<file path="config.mk">
export PLATFORM = sky130hd
export DESIGN_NAME = femto8_uart_tx
export DESIGN_NICKNAME = d
export VERILOG_FILES = /design/src/rtl/femto8_io_pkg.sv /design/src/rtl/femto8_sync_fifo.sv /design/src/rtl/femto8_uart_tx.sv
export SDC_FILE = /design/constraint.sdc
export NUM_CORES = 1
export LEC_CHECK = 0
export BUFFER_PORTS_ARGS = -buffer_cell sky130_fd_sc_hd__buf_2
export CAP_MARGIN = 30
export CORE_MARGIN = 5
export CORE_UTILIZATION = 58
export DETAILED_ROUTE_END_ITERATION = 8
export GPL_ROUTABILITY_DRIVEN = 0
export MAX_ROUTING_LAYER = met4
export PLACE_DENSITY_LB_ADDON = 0.12
export SYNTH_ARGS = -nofsm -noshare
export SYNTH_HDL_FRONTEND = slang
export SYNTH_SLANG_ARGS = --single-unit
</file>
<file path="constraint.sdc">
create_clock -name clk -period 2.9 [get_ports clk]
set_input_delay 0 -clock clk [delete_from_list [all_inputs] [get_ports clk]]
set_output_delay 0 -clock clk [all_outputs]
set_load 0.01 [all_outputs]
</file>
<file path="src/rtl/femto8_io_pkg.sv">
// rtl/femto8_io_pkg.sv - femto8 I/O register map, status bit indices and UART TX states (FEMTO8_UART_PARITY_EN adds PARITY)
package femto8_io_pkg;

    localparam logic [7:0] DATA_ADDR_DEFAULT = 8'h0E;
    localparam logic [7:0] STAT_ADDR_DEFAULT = 8'h0F;

    localparam int ST_EMPTY = 0;
    localparam int ST_FULL  = 1;
    localparam int ST_BUSY  = 2;
    localparam int ST_OVF   = 3;
    localparam int ST_PAR   = 4;

    typedef enum logic [2:0] {
        IDLE,
        START,
        DATA,
`ifdef FEMTO8_UART_PARITY_EN
        PARITY,
`endif
        STOP
    } tx_state_t;

endpackage

</file>
<file path="src/rtl/femto8_sync_fifo.sv">
// rtl/femto8_sync_fifo.sv - single-clock FIFO with registered pointers and occupancy count
module femto8_sync_fifo #(
    parameter int WIDTH = 8,
    parameter int DEPTH = 4
) (
    input  logic                     clk,
    input  logic                     reset,
    input  logic                     push,
    input  logic                     pop,
    input  logic [WIDTH-1:0]         wdata,
    output logic [WIDTH-1:0]         head,
    output logic                     full,
    output logic                     empty,
    output logic [$clog2(DEPTH):0]   count
);
    localparam int AW = $clog2(DEPTH);

    logic [WIDTH-1:0] mem [DEPTH];
    logic [AW-1:0]    wr_ptr;
    logic [AW-1:0]    rd_ptr;

    always_ff @(posedge clk) begin
        if (push) mem[wr_ptr] <= wdata;
    end

    // Pointers wrap naturally because DEPTH is a power of two.
    always_ff @(posedge clk) begin
        if (reset) begin
            wr_ptr <= '0;
            rd_ptr <= '0;
            count  <= '0;
        end else begin
            if (push) wr_ptr <= wr_ptr + 1'b1;
            if (pop)  rd_ptr <= rd_ptr + 1'b1;
            if (push && !pop)      count <= count + 1'b1;
            else if (pop && !push) count <= count - 1'b1;
        end
    end

    assign head  = mem[rd_ptr];
    assign full  = (count == (AW+1)'(DEPTH));
    assign empty = (count == '0);

endmodule

</file>
<file path="src/rtl/femto8_uart_tx.sv">
// rtl/femto8_uart_tx.sv - memory-mapped 8N1 UART transmitter for the femto8 bus; FEMTO8_UART_PARITY_EN adds even parity
module femto8_uart_tx
    import femto8_io_pkg::*;
#(
    parameter logic [7:0] DATA_ADDR    = DATA_ADDR_DEFAULT,
    parameter logic [7:0] STAT_ADDR    = STAT_ADDR_DEFAULT,
    parameter int         CLKS_PER_BIT = 16,
    parameter int         FIFO_DEPTH   = 4
) (
    input  logic       clk,
    input  logic       reset,
    input  logic [7:0] address,
    input  logic [7:0] wdata,
    input  logic       write,
    output logic       sel,
    output logic [7:0] rdata,
    output logic       txd,
    output logic       busy
);
    localparam int TW = $clog2(CLKS_PER_BIT);
    localparam int CW = $clog2(FIFO_DEPTH) + 1;
`ifdef FEMTO8_UART_PARITY_EN
    localparam logic PAR_ON = 1'b1;
`else
    localparam logic PAR_ON = 1'b0;
`endif

    tx_state_t      state, state_n;
    logic [TW-1:0]  timer, timer_n;
    logic [2:0]     bit_idx, bit_n;
    logic [7:0]     shift, shift_n;
    logic           txd_n;
    logic           ovf;
    logic           pop;
    logic           bit_done;

    logic [7:0]     fifo_head;
    logic           fifo_full, fifo_empty;
    logic [CW-1:0]  fifo_count;
    logic           st_full, st_empty;

    logic push_req, push_ok, ovf_set, ovf_clr;

    assign push_req = write && (address == DATA_ADDR);
    // A pop on the same edge frees a slot, so a full FIFO can still accept.
    assign push_ok  = push_req && (!fifo_full || pop);
    assign ovf_set  = push_req && fifo_full && !pop;
    assign ovf_clr  = write && (address == STAT_ADDR) && wdata[ST_OVF];

    femto8_sync_fifo #(.WIDTH(8), .DEPTH(FIFO_DEPTH)) u_fifo (
        .clk   (clk),
        .reset (reset),
        .push  (push_ok),
        .pop   (pop),
        .wdata (wdata),
        .head  (fifo_head),
        .full  (fifo_full),
        .empty (fifo_empty),
        .count (fifo_count)
    );

    assign st_full  = (fifo_count == CW'(FIFO_DEPTH));
    assign st_empty = (fifo_count == '0);
    assign bit_done = (timer == TW'(CLKS_PER_BIT - 1));

`ifdef FEMTO8_UART_PARITY_EN
    logic par_bit;
    always_ff @(posedge clk) begin
        if (reset)    par_bit <= 1'b0;
        else if (pop) par_bit <= ^fifo_head;
    end
`endif

    always_comb begin
        state_n = state;
        timer_n = timer;
        bit_n   = bit_idx;
        shift_n = shift;
        txd_n   = txd;
        pop     = 1'b0;
        if (state != IDLE) timer_n = bit_done ? '0 : timer + 1'b1;
        case (state)
            IDLE: begin
                txd_n   = 1'b1;
                timer_n = '0;
                if (!fifo_empty) begin
                    pop     = 1'b1;
                    shift_n = fifo_head;
                    txd_n   = 1'b0;
                    state_n = START;
                end
            end
            START: if (bit_done) begin
                txd_n   = shift[0];
                bit_n   = 3'd0;
                state_n = DATA;
            end
            DATA: if (bit_done) begin
                if (bit_idx == 3'd7) begin
`ifdef FEMTO8_UART_PARITY_EN
                    txd_n   = par_bit;
                    state_n = PARITY;
`else
                    txd_n   = 1'b1;
                    state_n = STOP;
`endif
                end else begin
                    shift_n = {1'b0, shift[7:1]};
                    txd_n   = shift[1];
                    bit_n   = bit_idx + 3'd1;
                end
            end
`ifdef FEMTO8_UART_PARITY_EN
            PARITY: if (bit_done) begin
                txd_n   = 1'b1;
                state_n = STOP;
            end
`endif
            STOP: if (bit_done) begin
                // Chain straight into the next start bit when data is waiting.
                if (!fifo_empty) begin
                    pop     = 1'b1;
                    shift_n = fifo_head;
                    txd_n   = 1'b0;
                    state_n = START;
                end else begin
                    txd_n   = 1'b1;
                    state_n = IDLE;
                end
            end
            default: begin
                txd_n   = 1'b1;
                state_n = IDLE;
            end
        endcase
    end

    always_ff @(posedge clk) begin
        if (reset) begin
            state   <= IDLE;
            timer   <= '0;
            bit_idx <= 3'd0;
            shift   <= 8'h00;
            txd     <= 1'b1;
            ovf     <= 1'b0;
        end else begin
            state   <= state_n;
            timer   <= timer_n;
            bit_idx <= bit_n;
            shift   <= shift_n;
            txd     <= txd_n;
            if (ovf_set)      ovf <= 1'b1;
            else if (ovf_clr) ovf <= 1'b0;
        end
    end

    assign busy  = (state != IDLE);
    assign sel   = (address == DATA_ADDR) || (address == STAT_ADDR);
    assign rdata = (address == STAT_ADDR) ? {3'b000, PAR_ON, ovf, busy, st_full, st_empty} : 8'h00;

endmodule

</file>
After elaboration in Yosys (flattened, before gate mapping)
Memories as Yosys holds them, arrays and structs flattened. A register that Yosys moved wholly into a read port is not among the register bits. Cells that the tools add are included.

Flip-flop bits (word level): 27. RAM bits: 32. Input bits: 19. Output and inout port bits: 11. Logic and storage cells: 90. Memories kept: 1.

Memory list: u_fifo.mem (depth 4, bits a word 8, rd ports 1, clocked after memory_dff 1, write ports 1, line femto8_sync_fifo.sv:18) `logic [WIDTH-1:0] mem [DEPTH];`.

$add $sub $neg: 6. Equal/unequal tests: 14. Multiplexer cells: 35. Reduce and logical (&&, ||, !) cells: 25.

Operators by type and width (count): $mux W8 (4); $mux W3 (10); $pmux W8 S3 (1); $eq A8 B4 Y1 const B (2); $mux W1 (12); $ne A2 B2 Y1 const B (6); $pmux W3 S4 (1); $logic_and A1 B1 Y1 (8); $mux W4 (2); $reduce_and A4 Y1 (2); $add A3 B1 Y3 const B (2); $eq A3 B2 Y1 const B (2); $eq A3 B3 Y1 const B (2); $logic_not A3 Y1 (2); $pmux W3 S2 (1); $reduce_bool A2 Y1 (3); $reduce_bool A3 Y1 (2); $reduce_and A5 Y1 (1); $add A2 B1 Y2 const B (2); $add A4 B1 Y4 const B (1); $eq A4 B4 Y1 const B (1); $mux W2 (2); $pmux W1 S4 (1); $eq A3 B1 Y1 const B (1); 6 further kinds (9).

Longest topological paths before layout
Gate-level depths: netlist of run 1.

Depth after elaboration: 10. Mapped depth: 11.

By module
Synthesis of run 1 repeated with hierarchy kept, for this count alone.

Cells, all modules: 217. Area total of the unflattened synthesis: 2722.6 um2.

Modules (own cells, without submodules): femto8_sync_fifo (times used 1, cells an instance 86, area each 1586.5 um2, sequential area each 1141.1 um2); femto8_uart_tx (times used 1, cells an instance 131, area each 1136.1 um2, sequential area each 380.4 um2).

Worst setup path before layout of run 1
Ideal clock, no wire load.

Path kind: register to register. Start: register state[0]. End: register u_fifo.count[2]. Setup time: 0.071 ns. Data arrival time: 2.555 ns. Data required time: 2.829 ns. Setup slack: 0.274 ns. Cell stages (with the launch flop): 12. Buffers on the path: 0. Clock period less this slack: 2.626 ns. Cells stage by stage: dfxtp_1 inv_1 ha_1 nor2b_1 a221oi_2 nor3_1 ha_1 inv_1 fa_1 xor2_1 or3_1 a21oi_1.

Cells in the longest elaborated chain, start to end: 7. Elaborated cells on any way between the ends: 11. Those cells by class: 1 x eq/ne; 2 x mux; 8 x reduce/logical.

Ends and longest elaborated chain: start, declared (line femto8_uart_tx.sv:28) `tx_state_t state, state_n;`; start signal, assigned (line femto8_uart_tx.sv:147) `state <= state_n;`; $eq A3 B2 Y1 or $logic_not A3 Y1 (tied branches) (line femto8_uart_tx.sv:82) `case (state)`; $pmux W1 S2 * (line femto8_uart_tx.sv:82); $logic_or A1 B1 Y1 * (line femto8_uart_tx.sv:46) `assign push_ok = push_req && (!fifo_full || pop);`; $logic_and A1 B1 Y1 * (line femto8_uart_tx.sv:46); via push_ok (line femto8_uart_tx.sv:42) `logic push_req, push_ok, ovf_set, ovf_clr;`; $logic_not A1 Y1 (line femto8_sync_fifo.sv:36) `else if (pop && !push) count <= count - 1'b1;`; $logic_and A1 B1 Y1 (line femto8_sync_fifo.sv:36); $reduce_bool A2 Y1 (no line); end signal, assigned (line femto8_sync_fifo.sv:35) `if (push && !pop) count <= count + 1'b1;`; end signal, assigned (line femto8_sync_fifo.sv:36); end, declared (line femto8_sync_fifo.sv:14) `output logic [$clog2(DEPTH):0] count`.

Mark *: on every way through the listed nets, which the timed path passes. The rest lies on a longest branch. A chain may end at the register's enable or synchronous reset.

Final worst setup path of run 1
Same ends and word-level chain as after synthesis.

==> metrics, run 1 <==
Die Ht=79.0 um; Site Rows=25; Starting Density=59.2%; fraction of layout cells with a size suffix above 1=around 24%; vias in the first global route=1,797; Post-synth EDFFs=32; Root Driver=clkbuf_8; synth cell count leaders=32 x edfxtp_1, 28 x dfxtp_1, 13 x nor2_1, 12 x ha_1; first-pass GRT wire length=8810 um; cells after synthesis=215; Hold Vio Cnt, Final=0; post-placement cell count=289; Worst Tran Pin Value=0.532 ns; first drt pass iteration count=4; Top FF cell, synth=edfxtp_1; final-report setup violation count=0; CP required=3.17 ns; synth unique cells=48; GRT Util Overall=19.6%; WL final=5360 um; Layout fillers=346; CTS tree=built; Synth async-reset ratio=0%; Mean Syn Cell Area=around 13 um^2; chip width=79.0 um; HP Class=in2reg; clk slew on worst S/H paths=about 0.070 ns; Slew HR=64.5%; Core Area=0.00466 mm^2; top-count cell post-synth=edfxtp_1; post-layout min period=2.74 ns; port buffer count=25; TNS Setup=0 ns; WP data arrival=~3 ns; type of element capturing the critical path=flip-flop; DRC viols=0; Area contributors post-synth=edfxtp_1 35%, dfxtp_1 20%, mux4_2 6.5%, ha_1 5.4%, mux2i_1 3.6%; Max VDD drop=0.459 mV; I/O Pins=30; CP Cell Sequence=inv_1 > ha_1 > nor2b_1 > a221oi_2 > nor3_2 > ha_1 > inv_1 > fa_1 > xor2_1 > or3_1 > a21oi_1; synth warn=0; Vias/cell=5.88; outcome=completed; Slew Viols, Final=0; clk_lat worst skew=0.34 ns; final std cells w/o fill=between 300 and 400; initial antenna violation count=0; Peak Freq=365 MHz; total number of vias=around 1,800; unrepaired setup endpoints after global routing=false; largest net degree at the start of global routing=21; HPWL Detailed=3700 um; Power Density=767 mW/mm^2; Die ar.=0.00624 mm^2; postcts setup bufs=0; post-route ant nets=0; Setup Skew=0.00724 ns; Crit Path Class=reg2reg; P_leak=0.00120 uW; Seq/Total Area, Yosys=between 50 and 60%; Synth top area share=34.8%; Num CTS Buffers=9; H-tree depth=3; nets=286; Tcrit/Tclk final=between 90% and 100%; total grt overflow=0; CP Max Fanout=6; Layout area overhead=15.5%; most area-hungry cell type in the Yosys netlist=edfxtp_1; startpoint class of the critical path=flip-flop; synthesized cell area=0.00276 mm^2; post-synthesis register bit count=60; clock buffer depth=2; slowest CP cell=dfxtp_1; ant diodes=0; Routed wire per std cell=17.1 um; Sink Count=60; CP max stage delay=0.39 ns; max_cap viols=0; DR iter-0 viols=89
## state kept, by name, summed over array words and instances, names as in the netlist, named ones only
signal and count:
bit_idx 3, ovf 1, shift 8, state 2, timer 4, txd 1
u_fifo.count 3, u_fifo.mem 32, u_fifo.rd_ptr 2, u_fifo.wr_ptr 2
## metrics by stage
| step | setup WS, ns | area [um^2] | total power, uW | util (%) | hold WS, ns |
|---|---|---|---|---|---|
| final | 0.159 | 3190 | 2440 | 68.3 | 0.0474 |
| after global routing | 0.0436 | 3190 | 2590 | 68.3 | 0.0578 |
| after CTS | 0.105 | 3180 | 2460 | 68.2 | 0.0302 |
| after detailed placement | 0.135 | 2930 | 1780 | 62.8 | 0.215 |
| after global placement | 0.292 | 2930 | 1750 | 62.8 | 0.209 |
| after floorplan | 0.274 | 2770 | 1630 | - | 0.0989 |
## critical path: cells and delay by family (launching register included)
family          cells  cell delay (ns)
buf+inv             2             0.15
xor+xnor            1             0.17
simple gates        3             0.74
fa+ha+maj           3             0.98
compound gates      2             0.25
flops               1             0.39
## area by class of cell
type	count	area (um^2)	share of cell area, %
clock buffers	9	124	3.89
repair buffers	39	250	7.86
clock inverters	7	51.3	1.61
well taps	54	67.6	2.12
flip-flops and latches	60	1520	47.8
inverters	11	41.3	1.30
multi-input cells	133	1130	35.5
## routing by layer
metal | GRT usage [%] | vias up | part of all wire, %
met4 | 10.3 | 0 | 2.2
met2 | 31.5 | 39 | 50
met5 | - | - | 0
met1 | 22.5 | 906 | 44
met3 | 5.10 | 11 | 3.2
li1 | - | 885 | -
## path summary, 6_finish.rpt
kind | startpoint | end | slack, ns | cells past startpoint
max | state[0]$_SDFFE_PP0P_ | u_fifo.count[2]$_SDFFE_PP0P_ | 0.16 | 11
min | reset | u_fifo.count[0]$_SDFFE_PP0P_ | 0.05 | 2
max reg2reg | state[0]$_SDFFE_PP0P_ | u_fifo.count[2]$_SDFFE_PP0P_ | 0.16 | 11
min reg2reg | bit_idx[1]$_SDFFE_PP0P_ | bit_idx[1]$_SDFFE_PP0P_ | 0.46 | 2
## placed cells by master (no fill, tap or decap), types with 9 or more instances in the layout
master	n
ha_1	12
inv_1	10
o21ai_0	9
dfxtp_1	28
edfxtp_1	32
clkbuf_8	9
mux2i_1	10
buf_2	25
nor2_1	13
## power breakdown
part | total, uW | switching (uW) | internal (uW)
Clock | 670 | 357 | 314
Sequential | 1050 | 78.2 | 976
Combinational | 719 | 378 | 342
## logic make-up after synthesis
| logic type | share of synthesized area (%) |
|---|---|
| flip-flops | 55.1 |
| XOR/XNOR | 1.90 |
| adder cells (fa/ha/maj) | 6.17 |
| other | 0.136 |
| buffers and inverters | 4.49 |
| multiplexers | 10.2 |
| AND/OR/NAND/NOR | 11.6 |
| AO/OA/AOI/OAI | 10.4 |
## repair_timing
action,in CTS,in global routing
endpoints found under the hold margin,32,0
hold buffers,8,0
endpoints found under the setup margin,0,1
gates resized for setup,0,1
Power figures use the tool's default switching activity.
==> run 2, diff against run 1 <==
REMOVE_ABC_BUFFERS = 1   (was not set)
==> run 2 against run 1 <==
Power increased by 10%. Worst setup slack improved by 0.057 ns. Sequential share of layout area down 0.94 points. Final cell count decreased by 0.32%. Global-route usage fell by 0.99 points. Clock skew is 0.0029 ns lower. Critical path depth stayed put. Count of clock-buffer cells in the layout unchanged. Final area grew 2.0%. Critical path type unchanged. Critical endpoint unchanged. Largest power group unchanged. Highest routed layer unchanged.
==> metrics, run 2 (synthesis results as in run 1) <==
Sink Count=60; ant diodes=0; Crit Path Class=reg2reg; GRT Util Overall=18.6%; Peak Freq=373 MHz; type of element capturing the critical path=flip-flop; Slew HR=64.1%; fraction of layout cells with a size suffix above 1=around a quarter; P_leak=0.00123 uW; Vias/cell=slightly below 6; HP Class=in2reg; clock buffer depth=2; first-pass GRT wire length=approximately 8600 um; commonest non-fill, non-tap cell in the layout=edfxtp_1; DRC viols=0; Worst Tran Pin Value=about 0.54 ns; Site Rows=25; outcome=completed; crit-path leading delay family=adder cells; Max VDD drop=0.603 mV; Worst Slack Setup Final=around 0.22 ns; post-layout min period=approximately 2.7 ns; first drt pass iteration count=4; WHS=approximately 0.047 ns; clk_lat worst skew=around 0.34 ns; post-route ant nets=0; clk slew on worst S/H paths=0.07 ns; startpoint class of the critical path=flip-flop; Tcrit/Tclk final=92.5%; postcts setup bufs=0; Setup WS pre-CTS=0.183 ns; HPWL Detailed=roughly 3600 um; Root Driver=clkbuf_8; Core Area=0.00466 mm^2; Regs by FF count=u_fifo.mem (32), shift (8), timer (4); CP Max Fanout=6; Starting Density=59.2%; Layout area overhead=17.8%; max FFs per register=32; WP data arrival=2.95 ns; DR iter-0 viols=roughly 140; Hold Vio Cnt, Final=0; M3 GR Usage=5.56%; nets=285; unrepaired setup endpoints after global routing=false; CP required=3.17 ns; most used routing layer in global routing=met2; chip width=79.0 um; CP bufs+invs=2; Reg with most FFs=u_fifo.mem; Final Util=69.7%; final total power=around 2700 uW; Die Ht=79.0 um; H-tree depth=3; commonest cells after routing, fill and taps aside=32 x edfxtp_1, 28 x dfxtp_1, 25 x buf_2, 13 x nor2_1, 12 x ha_1; final-report setup violation count=0; WL final=around 5100 um; grt met1 use=22.6%; vias in the first global route=1,876; CTS tree=built; I/O Pins=30; Routed wire per std cell=16.2 um; largest net degree at the start of global routing=21; total grt overflow=0; max_cap viols=0; total number of vias=1,847; initial antenna violation count=0; Num CTS Buffers=9; Layout fillers=334; slowest CP cell=dfxtp_1; port buffer count=25; Slew Viols, Final=0; Die ar.=about 0.0062 mm^2; Setup Skew=between 0.004 and 0.005 ns; TNS Setup=0 ns; CP Cell Sequence=inv_1 > ha_1 > nor2b_2 > a221oi_2 > nor3_1 > ha_1 > inv_1 > fa_1 > xor2_1 > or3_1 > a21oi_1; CP max stage delay=0.38 ns; Power Density=roughly 830 mW/mm^2; met2 Track Usage GR=between 30% and 40%
-- run 2: cell count changes in the layout (fill, tap and decap cells not counted), sizes merged --
cell	previous run	this run
bufinv	0	3
clkinv	5	3
buf	31	30
inv	12	11
-- run 2: layout make-up --
| type | count | area, um^2 | share of cell area [%] |
|---|---|---|---|
| clock inverter | 7 | 124 | 3.81 |
| inverter | 11 | 41.3 | 1.27 |
| sequential | 60 | 1520 | 46.8 |
| clock buffer | 9 | 124 | 3.81 |
| timing repair buffer | 38 | 243 | 7.47 |
| tap | 54 | 67.6 | 2.08 |
| multi-input combinational | 133 | 1130 | 34.7 |
-- run 2: tightest hold or removal path: cells and delay by family --
kind	cells	cell delay, ns
compound gates	2	0.20
buf+inv	1	0.14
-- run 2: path summary, 6_finish.rpt --
| check | startpoint | to | slack [ns] | cells after the start |
|---|---|---|---|---|
| max | state[0]$_SDFFE_PP0P_ | u_fifo.count[2]$_SDFFE_PP0P_ | 0.22 | 11 |
| min | address[0] | u_fifo.wr_ptr[1]$_SDFFE_PP0P_ | 0.05 | 3 |
| max reg2reg | state[0]$_SDFFE_PP0P_ | u_fifo.count[2]$_SDFFE_PP0P_ | 0.22 | 11 |
| min reg2reg | bit_idx[2]$_SDFFE_PP0P_ | bit_idx[2]$_SDFFE_PP0P_ | 0.46 | 2 |
-- run 2: where the power goes --
| part | internal, uW | switching (uW) |
|---|---|---|
| clock | 576 | 340 |
| sequential | 976 | 80.6 |
| combinational | 342 | 381 |
-- run 2: stage by stage --
stage               cells  cell area, um^2
floorplan             204             2690
global route          312             3250
detailed placement    288             2920
CTS                   312             3250
global placement      288             2920
finish                312             3250
-- run 2: repair_timing --
item                       in CTS  in global routing
hold endpoints to repair       32                  0
gates resized for setup         0                  2
hold buffers                    8                  0
setup endpoints to repair       0                  1
-- run 2: metal layers --
layer / vias to the layer above / share of wire [%] / wire (um)
met1: 903 / 44 / 2250
met5: - / 0 / 0
li1: 889 / - / -
met2: 50 / 50 / 2540
met4: 0 / 0.85 / 43
met3: 5 / 4.6 / 234
==> run 3, diff against run 2 <==
RECOVER_POWER = 25   (was not set)
==> run 3 against run 2 <==
Worst hold slack improved by 0.0053 ns. Utilization decreased by 0.16 points. Combinational power about the same. Sequential power about the same. Global-route usage unchanged. Clock skew about the same. Die area unchanged. Clock power about the same. Maximum frequency about the same. Largest cell class unchanged. Largest power group unchanged.
==> metrics, run 3 (synthesis results as in run 1) <==
commonest non-fill, non-tap cell in the layout=edfxtp_1; slowest CP cell=dfxtp_1; clock buffer depth=2; Setup Skew=0.00439 ns; CP max stage delay=0.38 ns; post-placement cell count=288; WP data arrival=2.95 ns; port buffer count=25; type of element capturing the critical path=flip-flop; Core Area=0.00466 mm^2; Worst Tran Pin Value=0.545 ns; storage element area=between 0.0015 and 0.002 mm^2; Slew HR=63.6%; Hold Path Sink=bit_idx[0]$_SDFFE_PP0P_; final-report setup violation count=0; Vias/cell=just under 6; CTS tree=built; Routed wire per std cell=16.3 um; TNS Setup=0 ns; Sink Count=60; first drt pass iteration count=4; HP Class=in2reg; worst hold path startpoint=reset; Regs by FF count=u_fifo.mem (32), shift (8), timer (4); post-route ant nets=0; Die Ht=79.0 um; WL final=approximately 5000 um; Reg2Reg Launch Point=state[0]$_SDFFE_PP0P_; DRC viols=0; Die ar.=0.00624 mm^2; multi-input combinational cell area=roughly 0.0011 mm^2; clk slew on worst S/H paths=0.07 ns; HPWL Detailed=~3600 um; register-to-register setup slack=about 0.22 ns; CP Max Fanout=6; max_cap viols=0; P_leak=between 0.001 and 0.0015 uW; ant diodes=0; worst r2r dst=u_fifo.count[2]$_SDFFE_PP0P_; outcome=completed; Slew Viols, Final=0; first-pass GRT wire length=between 8000 and 9000 um; max FFs per register=32; total number of vias=~1,800; clk_lat worst skew=0.34 ns; initial antenna violation count=0; Hold Vio Cnt, Final=0; total grt overflow=0; I/O Pins=30; Root Driver=clkbuf_8; chip width=about 79 um; CP Cell Sequence=inv_1 > ha_1 > nor2b_2 > a221oi_2 > nor3_1 > ha_1 > inv_1 > fa_1 > xor2_1 > or3_1 > a21oi_1; unrepaired setup endpoints after global routing=false; Reg with most FFs=u_fifo.mem; final total power=2690 uW; Final Util=around 70%; CP required=3.17 ns; Layout fillers=approximately 340; Max VDD drop=0.603 mV; Starting Density=between 50% and 60%; Peak Freq=roughly 370 MHz; final std cells w/o fill=312; Power Density=slightly above 800 mW/mm^2; vias in the first global route=1,876; post-layout min period=2.68 ns; nets=285; largest net degree at the start of global routing=21; Worst Hold Path Cells=2; GRT Util Overall=18.6%; Num CTS Buffers=9; commonest cells after routing, fill and taps aside=32 x edfxtp_1, 28 x dfxtp_1, 19 x buf_2, 13 x nor2_1, 12 x ha_1; fraction of layout cells with a size suffix above 1=22.5%; Crit Path Class=reg2reg; Tcrit/Tclk final=92.5%; Layout area overhead=17.5%; postcts setup bufs=0; Site Rows=25; WHS=around 0.052 ns; Reg2Reg Depth=11; H-tree depth=3; DR iter-0 viols=between 100 and 150; startpoint class of the critical path=flip-flop
## run 3: area by class of cell
type,instances,share of cell area (%)
Tap cell,54,2.08
Multi-Input combinational cell,133,34.8
Inverter,11,1.27
Timing Repair Buffer,38,7.26
Clock buffer,9,3.82
Sequential cell,60,46.9
Clock inverter,7,3.82
## run 3: how the worst max path moves through the flow
stage / from / endpoint / slack, ns / depth (start not counted)
2_1_floorplan: state[0]$_SDFFE_PP0P_ / u_fifo.count[2]$_SDFFE_PP0P_ / 0.28 / 11
3_3_place_gp: state[0]$_SDFFE_PP0P_ / u_fifo.count[2]$_SDFFE_PP0P_ / 0.30 / 11
3_5_place_dp: state[0]$_SDFFE_PP0P_ / u_fifo.count[2]$_SDFFE_PP0P_ / 0.18 / 11
4_1_cts: state[0]$_SDFFE_PP0P_ / u_fifo.count[2]$_SDFFE_PP0P_ / 0.17 / 11
5_1_grt: state[1]$_SDFFE_PP0P_ / u_fifo.count[2]$_SDFFE_PP0P_ / 0.01 / 11
6_report: state[0]$_SDFFE_PP0P_ / u_fifo.count[2]$_SDFFE_PP0P_ / 0.22 / 11
## run 3: routing by layer
layer / wire length [um] / part of all wire, % / GRT usage, %
met3: 269 / 5.3 / 5.56
met1: 2230 / 44 / 22.6
met5: 0 / 0 / -
met4: 43 / 0.85 / 5.33
met2: 2540 / 50 / 30.1
## run 3: timing repair
item,in CTS,in global routing
hold endpoints to repair,32,0
hold buffers,8,0
setup endpoints to repair,0,1
gates resized for setup,0,2
## run 3: report_power, final
part	internal, uW	switching (uW)
clock	576	340
combinational	341	382
sequential	976	80.6
total	1890	802
## run 3: critical path: cells and delay by family, from the launching register on
kind	cells	cell delay (ns)
compound gates	2	0.23
xor+xnor	1	0.16
fa+ha+maj	3	0.98
buf+inv	2	0.14
flops	1	0.38
simple gates	3	0.75
## run 3: metrics by stage
step / worst slack [ns] / instance area, um^2
CTS: 0.168 / 3250
finish: 0.217 / 3240
global route: 0.0101 / 3240
global placement: 0.301 / 2920
floorplan: 0.278 / 2690
detailed placement: 0.183 / 2920
